File: src/rtl/sms_dot_line_arbiter_if.sv
// Handshake bundle between the dotted-line requesters and the arbiter.
// The master side drives requests and the sensed line; the arbiter is the slave.
interface sms_dot_line_arbiter_if #(
    parameter int N_REQ = 4
);
    logic [N_REQ-1:0] req;
    logic [N_REQ-1:0] done;
    logic             line_sense;
    logic [N_REQ-1:0] gnt;
    logic             drive_en;
    logic [2:0]       owner;
    logic             busy;
    logic             timeout;
    logic             fault;

    modport master (
        output req, done, line_sense,
        input  gnt, drive_en, owner, busy, timeout, fault
    );

    modport slave (
        input  req, done, line_sense,
        output gnt, drive_en, owner, busy, timeout, fault
    );
endinterface

File: src/rtl/sms_dot_line_arbiter.sv
// Round-robin, one-hot owner arbiter for a shared open-collector control line,
// with break-before-make gap, hold timeout and sticky stray-pull fault flag.
module sms_dot_line_arbiter #(
    parameter int N_REQ      = 4,
    parameter int GAP_CYCLES = 2,
    parameter int MAX_HOLD   = 16
) (
    input logic                  clk,
    input logic                  rst_n,
    sms_dot_line_arbiter_if.slave bus
);
    localparam int IW = $clog2(N_REQ);
    localparam int HW = $clog2(MAX_HOLD);
    localparam int GW = $clog2(GAP_CYCLES + 1);

    localparam logic [HW-1:0]    HOLD_LAST = HW'(MAX_HOLD - 1);
    localparam logic [GW-1:0]    GAP_LAST  = GW'(GAP_CYCLES - 1);
    localparam logic [IW-1:0]    LAST_IDX  = IW'(N_REQ - 1);
    localparam logic [IW:0]      NREQ_W    = (IW+1)'(N_REQ);
    localparam logic [N_REQ-1:0] ONE       = N_REQ'(1);

    typedef enum logic [1:0] {IDLE, GRANT, GAP} state_e;

    state_e           state_q, state_d;
    logic [N_REQ-1:0] gnt_q, gnt_d;
    logic [IW-1:0]    owner_q, owner_d;
    logic [IW-1:0]    ptr_q, ptr_d;
    logic [HW-1:0]    hold_q, hold_d;
    logic [GW-1:0]    gap_q, gap_d;
    logic             timeout_q, timeout_d;
    logic             fault_q, fault_d;

    logic             pick_vld;
    logic [IW-1:0]    pick_idx;
    logic [IW:0]      sum;

    // Walk offsets from the far end so the smallest offset from ptr wins.
    always_comb begin
        pick_vld = 1'b0;
        pick_idx = '0;
        sum      = '0;
        for (int k = N_REQ - 1; k >= 0; k--) begin
            sum = {1'b0, ptr_q} + (IW+1)'(k);
            if (sum >= NREQ_W) sum = sum - NREQ_W;
            if (bus.req[sum[IW-1:0]]) begin
                pick_vld = 1'b1;
                pick_idx = sum[IW-1:0];
            end
        end
    end

    logic release_now;
    assign release_now = !bus.req[owner_q] || bus.done[owner_q];

    always_comb begin
        state_d   = state_q;
        gnt_d     = gnt_q;
        owner_d   = owner_q;
        ptr_d     = ptr_q;
        hold_d    = hold_q;
        gap_d     = gap_q;
        timeout_d = 1'b0;
        // Nobody should pull the line unless a grant is active.
        fault_d   = fault_q | ((state_q != GRANT) && !bus.line_sense);
        unique case (state_q)
            IDLE: begin
                if (pick_vld) begin
                    state_d = GRANT;
                    gnt_d   = ONE << pick_idx;
                    owner_d = pick_idx;
                    hold_d  = '0;
                end
            end
            GRANT: begin
                if (release_now || hold_q == HOLD_LAST) begin
                    state_d   = GAP;
                    gnt_d     = '0;
                    gap_d     = '0;
                    ptr_d     = (owner_q == LAST_IDX) ? '0 : owner_q + 1'b1;
                    timeout_d = !release_now;
                end else begin
                    hold_d = hold_q + 1'b1;
                end
            end
            GAP: begin
                gap_d = gap_q + 1'b1;
                if (gap_q == GAP_LAST) state_d = IDLE;
            end
            default: state_d = IDLE;
        endcase
    end

    always_ff @(posedge clk or negedge rst_n) begin
        if (!rst_n) begin
            state_q   <= IDLE;
            gnt_q     <= '0;
            owner_q   <= '0;
            ptr_q     <= '0;
            hold_q    <= '0;
            gap_q     <= '0;
            timeout_q <= 1'b0;
            fault_q   <= 1'b0;
        end else begin
            state_q   <= state_d;
            gnt_q     <= gnt_d;
            owner_q   <= owner_d;
            ptr_q     <= ptr_d;
            hold_q    <= hold_d;
            gap_q     <= gap_d;
            timeout_q <= timeout_d;
            fault_q   <= fault_d;
        end
    end

    assign bus.gnt      = gnt_q;
    assign bus.drive_en = |gnt_q;
    assign bus.owner    = 3'(owner_q);
    assign bus.busy     = (state_q != IDLE);
    assign bus.timeout  = timeout_q;
    assign bus.fault    = fault_q;
endmodule
File: src/flat_wrapper.sv
// flat-port wrapper written by rule: the top's interface ports become plain ports
module sms_dot_line_arbiter_flat 
#(
    parameter int N_REQ      = 4,
    parameter int GAP_CYCLES = 2,
    parameter int MAX_HOLD   = 16
)
  (clk, rst_n, bus_req, bus_done, bus_line_sense, bus_gnt, bus_drive_en, bus_owner, bus_busy, bus_timeout, bus_fault);
  sms_dot_line_arbiter_if #(.N_REQ(N_REQ)) bus_i ();
  input logic clk;
  input logic rst_n;
  input wire logic [$bits(bus_i.req)-1:0] bus_req;
  input wire logic [$bits(bus_i.done)-1:0] bus_done;
  input wire logic [$bits(bus_i.line_sense)-1:0] bus_line_sense;
  output wire logic [$bits(bus_i.gnt)-1:0] bus_gnt;
  output wire logic [$bits(bus_i.drive_en)-1:0] bus_drive_en;
  output wire logic [$bits(bus_i.owner)-1:0] bus_owner;
  output wire logic [$bits(bus_i.busy)-1:0] bus_busy;
  output wire logic [$bits(bus_i.timeout)-1:0] bus_timeout;
  output wire logic [$bits(bus_i.fault)-1:0] bus_fault;
  assign bus_i.req = bus_req;
  assign bus_i.done = bus_done;
  assign bus_i.line_sense = bus_line_sense;
  assign bus_gnt = bus_i.gnt;
  assign bus_drive_en = bus_i.drive_en;
  assign bus_owner = bus_i.owner;
  assign bus_busy = bus_i.busy;
  assign bus_timeout = bus_i.timeout;
  assign bus_fault = bus_i.fault;
  sms_dot_line_arbiter #(.N_REQ(N_REQ), .GAP_CYCLES(GAP_CYCLES), .MAX_HOLD(MAX_HOLD)) u_core (.clk(clk), .rst_n(rst_n), .bus(bus_i));
endmodule
File: config.mk
export PLATFORM = sky130hd
export DESIGN_NAME = sms_dot_line_arbiter_flat
export DESIGN_NICKNAME = d
export VERILOG_FILES = /design/src/rtl/sms_dot_line_arbiter_if.sv /design/src/rtl/sms_dot_line_arbiter.sv /design/src/flat_wrapper.sv
export SDC_FILE = /design/constraint.sdc
export NUM_CORES = 1
export LEC_CHECK = 0
export BUFFER_PORTS_ARGS = -buffer_cell sky130_fd_sc_hd__buf_4
export CAP_MARGIN = 20
export CORE_MARGIN = 2
export CORE_UTILIZATION = 56
export DETAILED_ROUTE_END_ITERATION = 8
export GPL_TIMING_DRIVEN = 0
export HOLD_SLACK_MARGIN = 0.08
export PLACE_DENSITY_LB_ADDON = 0.3
export REMOVE_ABC_BUFFERS = 1
export SYNTH_ARGS = -nofsm -noshare
export SYNTH_HDL_FRONTEND = slang
export SYNTH_SLANG_ARGS = --single-unit
File: constraint.sdc
create_clock -name clk -period 4.45 [get_ports clk]
set_clock_uncertainty 0.05 [all_clocks]
set_input_delay 0.89 -clock clk [delete_from_list [all_inputs] [get_ports clk]]
set_output_delay 0.89 -clock clk [all_outputs]
set_load 0.05 [all_outputs]
==> results.cfg, run 1 <==
[clock_tree]
postCtsSetupBuffers = 0
cts_tree = built
clk_pin_slew_ns = 0.10
cts.sinks = 18
cts_max_path_buffers = 2
cts_root_buf = clkbuf_4
numCtsBuffers = 3
ctsResizeCount = 0
ctsHoldBuffers = 0
htreeDepth = 1
insertion_delay_ns = 0.29

[drt]
finalWirelength_mm = 1.96
via_count = 819
drt_iter0_markers = 15
vias_per_cell = 5.89
drt_pre_antenna_iters = 4
wl_per_cell_um = 14.1
ant_nets = 0
remaining_drc_errors = 0

[sta]
hold_slack_ns = 0.395
slew_viol_final = 0
fmax_mhz = 423
rsz0062_at_grt = false
min_period_over_period = 0.531
hold_viol = 0
tns_ns = 0
fin_crit_ns = 2.36
setup_viol = 0

[grt]
grtUsageTotal = 0.228
grt_pass1_wl_mm = 3.40
grt_max_degree = 19
grt-ovfl-total = 0
antenna_found_initial = 0
grt_pass1_vias = 789

[layout]
multi_input_area_sq_um = 513
final_nets = 137
fin_util = 0.704
syn_to_final_growth_pct = 19.6
seqCellArea_sq_um = 450
diodes = 0
fillers = 128
drive_gt1_frac = 0.230

[floorplan]
ios = 22
die_area_sq_um = 2130
core-area_sq_um = 1690
die_h_um = 46.1
die_w_um = 46.1
start_util = 0.589
fp-row-count = 15

[worst_setup_path]
start_kind = register
worstPathRequired_ns = 3.51
r2r.worst_path.cells = 3
slowest_delay_ns = 0.53
crit_fanout = 3
endpoint_kind = output pin
critical_path_buf_inv_count = 1
critical_path_depth = 2
cpLargestDelayFamily = simple AND/OR/NAND/NOR gates
critPathKind = reg -> out
cp_cell_sequence = or4_1 > buf_4
crit_arrival_ns = 1.42
crit_slowest_cell = or4_1

[power]
power_density_nw_per_um2 = 676
peakVddDrop_mv = 0.410
p_leak_uw = 0.000545

[yosys]
synth_area_sq_um = 995
avgSynthCellArea_sq_um = 9.95
yosys_register_bits = 18
yosysWarnings = 0
netlist_instances = 100
synth_seq_area_share = 0.453
yosysUniqueCellTypes = 29

[place]
finalWeightedCongestion = 0.799
io_buffers = 20
dp_hpwl_mm = 1.50

[outcome]
run_status = finished clean

[run]
maxCapViolCount = 0

[hold_path]
min_path_type = in -> async
power breakdown:
| group | internal, uW | switching, uW | leakage (uW) | total (uW) |
|---|---|---|---|---|
| sequential | 219 | 59.0 | 0.000229 | 278 |
| clock | 49.8 | 48.6 | 0.0000210 | 98.4 |
| combinational | 153 | 274 | 0.000295 | 427 |
stage by stage:
stage	setup slack (ns)	cell area, sq um	cells	power [uW]
after floorplan	2.12	982	98	586
after detailed placement	1.97	1150	135	707
after CTS	2.07	1190	139	811
after global routing	2.03	1190	139	870
after global placement	1.99	1150	135	692
final	2.09	1190	139	804
cells in the final DEF, fill, tap and decap left out, types with 3 or more instances in the layout:
cell	instances
nand2_1	12
nor2b_1	7
o32ai_1	4
clkbuf_4	3
dfrtp_1	18
a21oi_1	5
mux2i_1	3
ha_1	3
nand2b_1	6
o21ai_0	5
inv_1	5
buf_4	20
nor2_1	5
cell families after synthesis:
family	Yosys count	synth area share
other cells	1	0.00377
mux	7	0.0981
compound gates	20	0.141
flops	18	0.453
fa+ha+maj	3	0.0377
simple gates	44	0.235
buf+inv	7	0.0314
flip-flops by register name (all words and copies together) (netlist names):
register / cells
u_core.state_q: 2
u_core.hold_q: 4
u_core.bus.fault: 1
u_core.owner_q: 2
u_core.bus.gnt: 4
u_core.gap_q: 2
u_core.bus.timeout: 1
u_core.ptr_q: 2
worst paths after layout:
path	from	end	slack, ns
setup / recovery	u_core.bus.gnt[1]$_DFFE_PN0P_	bus_drive_en	2.09
hold / removal	rst_n	u_core.hold_q[3]$_DFFE_PN0P_	0.39
setup reg to reg	u_core.owner_q[1]$_DFFE_PN0P_	u_core.ptr_q[1]$_DFFE_PN0P_	2.60
hold reg to reg	u_core.bus.fault$_DFF_PN0_	u_core.bus.fault$_DFF_PN0_	0.43
max in group asynchronous	rst_n	u_core.state_q[1]$_DFFE_PN0P_	3.76
min in group clk	u_core.bus.fault$_DFF_PN0_	u_core.bus.fault$_DFF_PN0_	0.43
per-layer routing:
metal	up-vias	GRT usage	wire length [um]
met3	4	0.0392	75
met5	-	0	0
li1	403	-	-
met1	392	0.303	889
met4	0	0.120	29
met2	20	0.353	965
layout make-up:
type,count,area share
Clock buffer,4,0.0305
Inverter,5,0.0158
Multi-Input combinational cell,75,0.431
Sequential cell,18,0.379
Tap cell,17,0.0179
Timing Repair Buffer,20,0.126
Yosys cell counts:
master / count / area share
nor3_1: 2 / 0.010
nor2_1: 5 / 0.019
nand2_1: 12 / 0.045
ha_1: 3 / 0.038
o21bai_1: 1 / 0.0075
a211oi_1: 2 / 0.015
mux2_1: 2 / 0.023
inv_1: 5 / 0.019
a21oi_1: 5 / 0.025
or3_1: 2 / 0.013
nor3b_1: 2 / 0.015
or2_2: 1 / 0.0063
a311oi_1: 1 / 0.0088
conb_1: 1 / 0.0038
mux4_2: 2 / 0.045
o21ai_0: 5 / 0.025
a21o_1: 1 / 0.0075
nor2b_1: 7 / 0.044
and2_1: 2 / 0.013
mux2i_1: 3 / 0.030
o32ai_1: 4 / 0.035
dfrtp_1: 18 / 0.45
nand2b_1: 6 / 0.038
buf_4: 1 / 0.0075
nand4_1: 2 / 0.013
or4_1: 2 / 0.015
a21oi_4: 1 / 0.016
nand3_1: 1 / 0.0050
buf_2: 1 / 0.0050
No activity file was read; power rests on OpenSTA's default activity.
==> run 2: changes to the inputs <==
- CORE_UTILIZATION: 56 -> 52
- clock period: 4.45 -> 2.31 ns (I/O delays scaled with it)
==> results.cfg, run 2 (same netlist as run 1, synthesis figures left out) <==
[outcome]
run_status = finished clean

[worst_setup_path]
r2r-start = u_core.owner_q[1]$_DFFE_PN0P_
crit_slowest_cell = or4_1
r2r_end = u_core.ptr_q[0]$_DFFE_PN0P_
critical_path_depth = 2
crit_fanout = 3
cp_cell_sequence = or4_1 > buf_4
critical_path_buf_inv_count = 1
critPathKind = reg -> out
r2r.worst_path.cells = 3
cpLargestDelayFamily = simple AND/OR/NAND/NOR gates
slowest_delay_ns = 0.53
start_kind = register
crit_arrival_ns = 1.44
worstPathRequired_ns = 1.80
endpoint_kind = output pin
crit_start = u_core.bus.gnt[1]$_DFFE_PN0P_
reg2reg_slack_ns = 0.43

[drt]
met2_length_um = 951
wl_met1_um = 907
ant_nets = 0
top_layer_used = met4
finalWirelength_mm = 1.95
remaining_drc_errors = 0
vias_per_cell = 5.44
drt_iter0_markers = 9
wl_per_cell_um = 13.2
drt_pre_antenna_iters = 4
via_count = 805
met3WireLength_um = 77

[place]
io_buffers = 20
finalWeightedCongestion = 0.787
placed_cell_area_sq_um = 1160
dp_hpwl_mm = 1.49

[clock_tree]
numCtsBuffers = 3
cts_root_buf = clkbuf_4
cts_tree = built
postCtsSetupBuffers = 0
cts_max_path_buffers = 2
htreeDepth = 1
clk_pin_slew_ns = 0.11
insertion_delay_ns = 0.29
cts.sinks = 18

[sta]
fin_crit_ns = 1.95
setup_viol = 0
min_period_over_period = 0.844
hold_viol = 0
fmax_mhz = 513
tns_ns = 0
rsz0062_at_grt = false
slew_viol_final = 0

[floorplan]
start_util = 0.564
core-area_sq_um = 1760
die_w_um = 47.7
fp-row-count = 15
ios = 22
die_h_um = 47.7
die_area_sq_um = 2280

[layout]
fin_area_sq_um = 1210
drive_gt1_frac = 0.228
most-common-layout-cells = 20 x buf_4, 18 x dfrtp_1, 12 x nand2_1, 7 x nor2b_1, 6 x nand2b_1
final_common_cell = buf_4
final_nets = 138
fin_util = 0.686
diodes = 0
syn_to_final_growth_pct = 21.6
fillers = 153
seqCellArea_sq_um = 450
multi_input_area_sq_um = 513

[power]
peakVddDrop_mv = 0.853
p_leak_uw = 0.000549
power_density_nw_per_um2 = 1280
power_uw = 1550

[grt]
grtUsageTotal = 0.216
grt_pass1_vias = 793
grt_max_degree = 19
grt_pass1_wl_mm = 3.39
grt-ovfl-total = 0
antenna_found_initial = 0

[hold_path]
min-delay-start = bus_line_sense
hold_end = u_core.bus.fault$_DFF_PN0_
min_path_type = in -> reg
hold_depth = 2

[run]
maxCapViolCount = 0
run 2: changes by cell type in the layout (fill, tap and decap cells not counted), sizes merged:
cell         change
dlygate4sd3      +1
run 2: worst register-to-register path, stage by stage (launching register included):
cell     delay, ns
dfrtp_1       0.49
mux4_2        0.59
a21oi_4       0.29
mux2_1        0.36
run 2: metrics by stage:
stage               std cells  hold slack (ns)  setup WS [ns]
detailed placement        143            0.292          0.259
CTS                       148            0.289          0.360
finish                    148            0.287          0.360
global placement          143            0.288          0.276
floorplan                  98            0.116          0.262
global route              148            0.280          0.310
run 2: cell type report:
cell class | count | area share
multi-input cells | 75 | 0.424
flip-flops and latches | 18 | 0.372
repair buffers | 21 | 0.132
clock buffers | 4 | 0.0300
well taps | 25 | 0.0259
inverters | 5 | 0.0155
run 2: worst max path at each step:
stage	endpoint	slack, ns
2_1_floorplan	u_core.ptr_q[0]$_DFFE_PN0P_	0.26
4_1_cts	bus_drive_en	0.36
3_5_place_dp	u_core.ptr_q[0]$_DFFE_PN0P_	0.26
3_3_place_gp	u_core.ptr_q[0]$_DFFE_PN0P_	0.28
5_1_grt	bus_drive_en	0.31
6_report	bus_drive_en	0.36
run 2: timing repair:
item	in CTS	in global routing
endpoints found under the hold margin	18	0
hold buffers	1	0
resized for setup	0	0
run 2: per-layer routing:
metal,up-vias,global-route usage
met1,385,0.283
met3,2,0.0377
li1,403,-
met2,15,0.347
met5,-,0
met4,0,0.103
run 2: power breakdown:
part	switching, uW	leakage, uW	internal [uW]
Sequential	115	0.000229	423
Combinational	523	0.000299	294
Clock	98.0	0.0000210	96.0
Total	736	0.000549	813
==> run 3: changes to the inputs <==
- CORE_UTILIZATION: 52 -> 47
- clock period: 2.31 -> 1.6 ns (I/O delays scaled with it)
==> results.cfg, run 3 (same netlist as run 1, synthesis figures left out) <==
[outcome]
run_status = complete, but fails checks
violations = setup timing

[sta]
setup_ws_ns = -0.158
rsz0062_at_grt = true
setup_viol = 8
fin_crit_ns = 1.76
slew_viol_final = 0
hold_slack_ns = 0.144
fmax_mhz = 569
hold_viol = 0
min_period_over_period = 1.10
tns_ns = -0.457

[drt]
drt_pre_antenna_iters = 4
wl_per_cell_um = 15.4
via_count = 889
met3WireLength_um = 111
met2_length_mm = 1.33
ant_nets = 0
vias_per_cell = 5.59
finalWirelength_mm = 2.44
drt_iter0_markers = 23
remaining_drc_errors = 0
wl_met1_um = 979
top_layer_used = met4

[layout]
syn_to_final_growth_pct = 38.4
fin_util = 0.694
most-common-layout-cells = 26 x buf_4, 16 x dfrtp_1, 11 x nand2_1, 7 x nor2b_1, 6 x nand2b_1
final_nets = 147
final_common_cell = buf_4
drive_gt1_frac = 0.417
diodes = 0

[worst_setup_path]
critPathKind = reg -> out
endpoint_kind = output pin
worstPathRequired_ns = 1.23
crit_arrival_ns = 1.39
crit_fanout = 2
start_kind = register

[floorplan]
fp-row-count = 16
ios = 22
core-area_sq_um = 1980
die_w_um = 50.0
die_h_um = 50.0
die_area_sq_um = 2500
start_util = 0.502

[place]
dp_hpwl_mm = 1.47
io_buffers = 20
finalWeightedCongestion = 0.829
pre_cts_ws_ns = -0.316

[power]
p_int_uw = 1420
pwr-share-seq = 0.300
swShare = 0.465
p_leak_uw = 0.000615
peakVddDrop_mv = 1.66
power_frac_comb = 0.594
switchingPower_uw = 1240
power_density_nw_per_um2 = 1930
clkPwrFrac = 0.106

[clock_tree]
cts.sinks = 18
cts_tree = built
cts_root_buf = clkbuf_4
htreeDepth = 1
cts_max_path_buffers = 2
insertion_delay_ns = 0.29
clk_pin_slew_ns = 0.11
numCtsBuffers = 3

[grt]
antenna_found_initial = 0
grt_max_degree = 19
grt_pass1_vias = 857
grtUsageTotal = 0.210
grt_pass1_wl_mm = 3.94
grt-ovfl-total = 0

[hold_path]
min_path_type = in -> reg

[run]
maxCapViolCount = 0
## run 3: power by group through the flow
stage               Clock [uW]  Combinational (uW)  Sequential, uW
finish                     281                1580             798
global route               309                1710             821
CTS                        288                1430             768
detailed placement           0                1190             786
global placement             0                1160             777
floorplan                    0                 683             948
## run 3: worst max-delay path, cell delays in order (launching register included)
cell     delay [ns]
dfrtp_1        0.40
or4_4          0.53
buf_6          0.17
## run 3: what timing repair did
item,CTS,global route
gates resized for setup,9,13
hold endpoints to repair,18,0
pin swaps,3,3
setup buffers,7,2
endpoints found under the setup margin,12,18
hold buffers,1,0
## run 3: path summary, 6_finish.rpt
path,startpoint,end,slack [ns],depth (start not counted)
max,u_core.bus.gnt[2]$_DFFE_PN0P_,bus_drive_en,-0.16,2
min,bus_line_sense,u_core.bus.fault$_DFF_PN0_,0.14,2
max reg2reg,u_core.owner_q[1]$_DFFE_PN0P_,u_core.hold_q[3]$_DFFE_PN0P_,-0.10,4
min reg2reg,u_core.bus.fault$_DFF_PN0_,u_core.bus.fault$_DFF_PN0_,0.44,1
max in group asynchronous,rst_n,u_core.ptr_q[1]$_DFFE_PN0P_,0.92,2
min in group asynchronous,rst_n,u_core.hold_q[3]$_DFFE_PN0P_,0.36,2
## run 3: layout make-up
type / count / area [sq um]
Sequential cell: 18 / 453
Timing Repair Buffer: 30 / 239
Clock buffer: 4 / 36.3
Multi-Input combinational cell: 75 / 596
Tap cell: 27 / 33.8
Inverter: 5 / 18.8
Fill cell: 149 / 606
## run 3: through the flow
stage	area, sq um	cells	power (uW)
5_1_grt	1380	159	2840
6_report	1380	159	2660
2_1_floorplan	982	98	1630
3_5_place_dp	1170	145	1970
3_3_place_gp	1170	145	1930
4_1_cts	1310	157	2480
## run 3: metal layers
metal	GRT usage	vias up
li1	-	422
met4	0.0463	0
met2	0.360	27
met1	0.260	436
met3	0.0576	4
met5	0	-
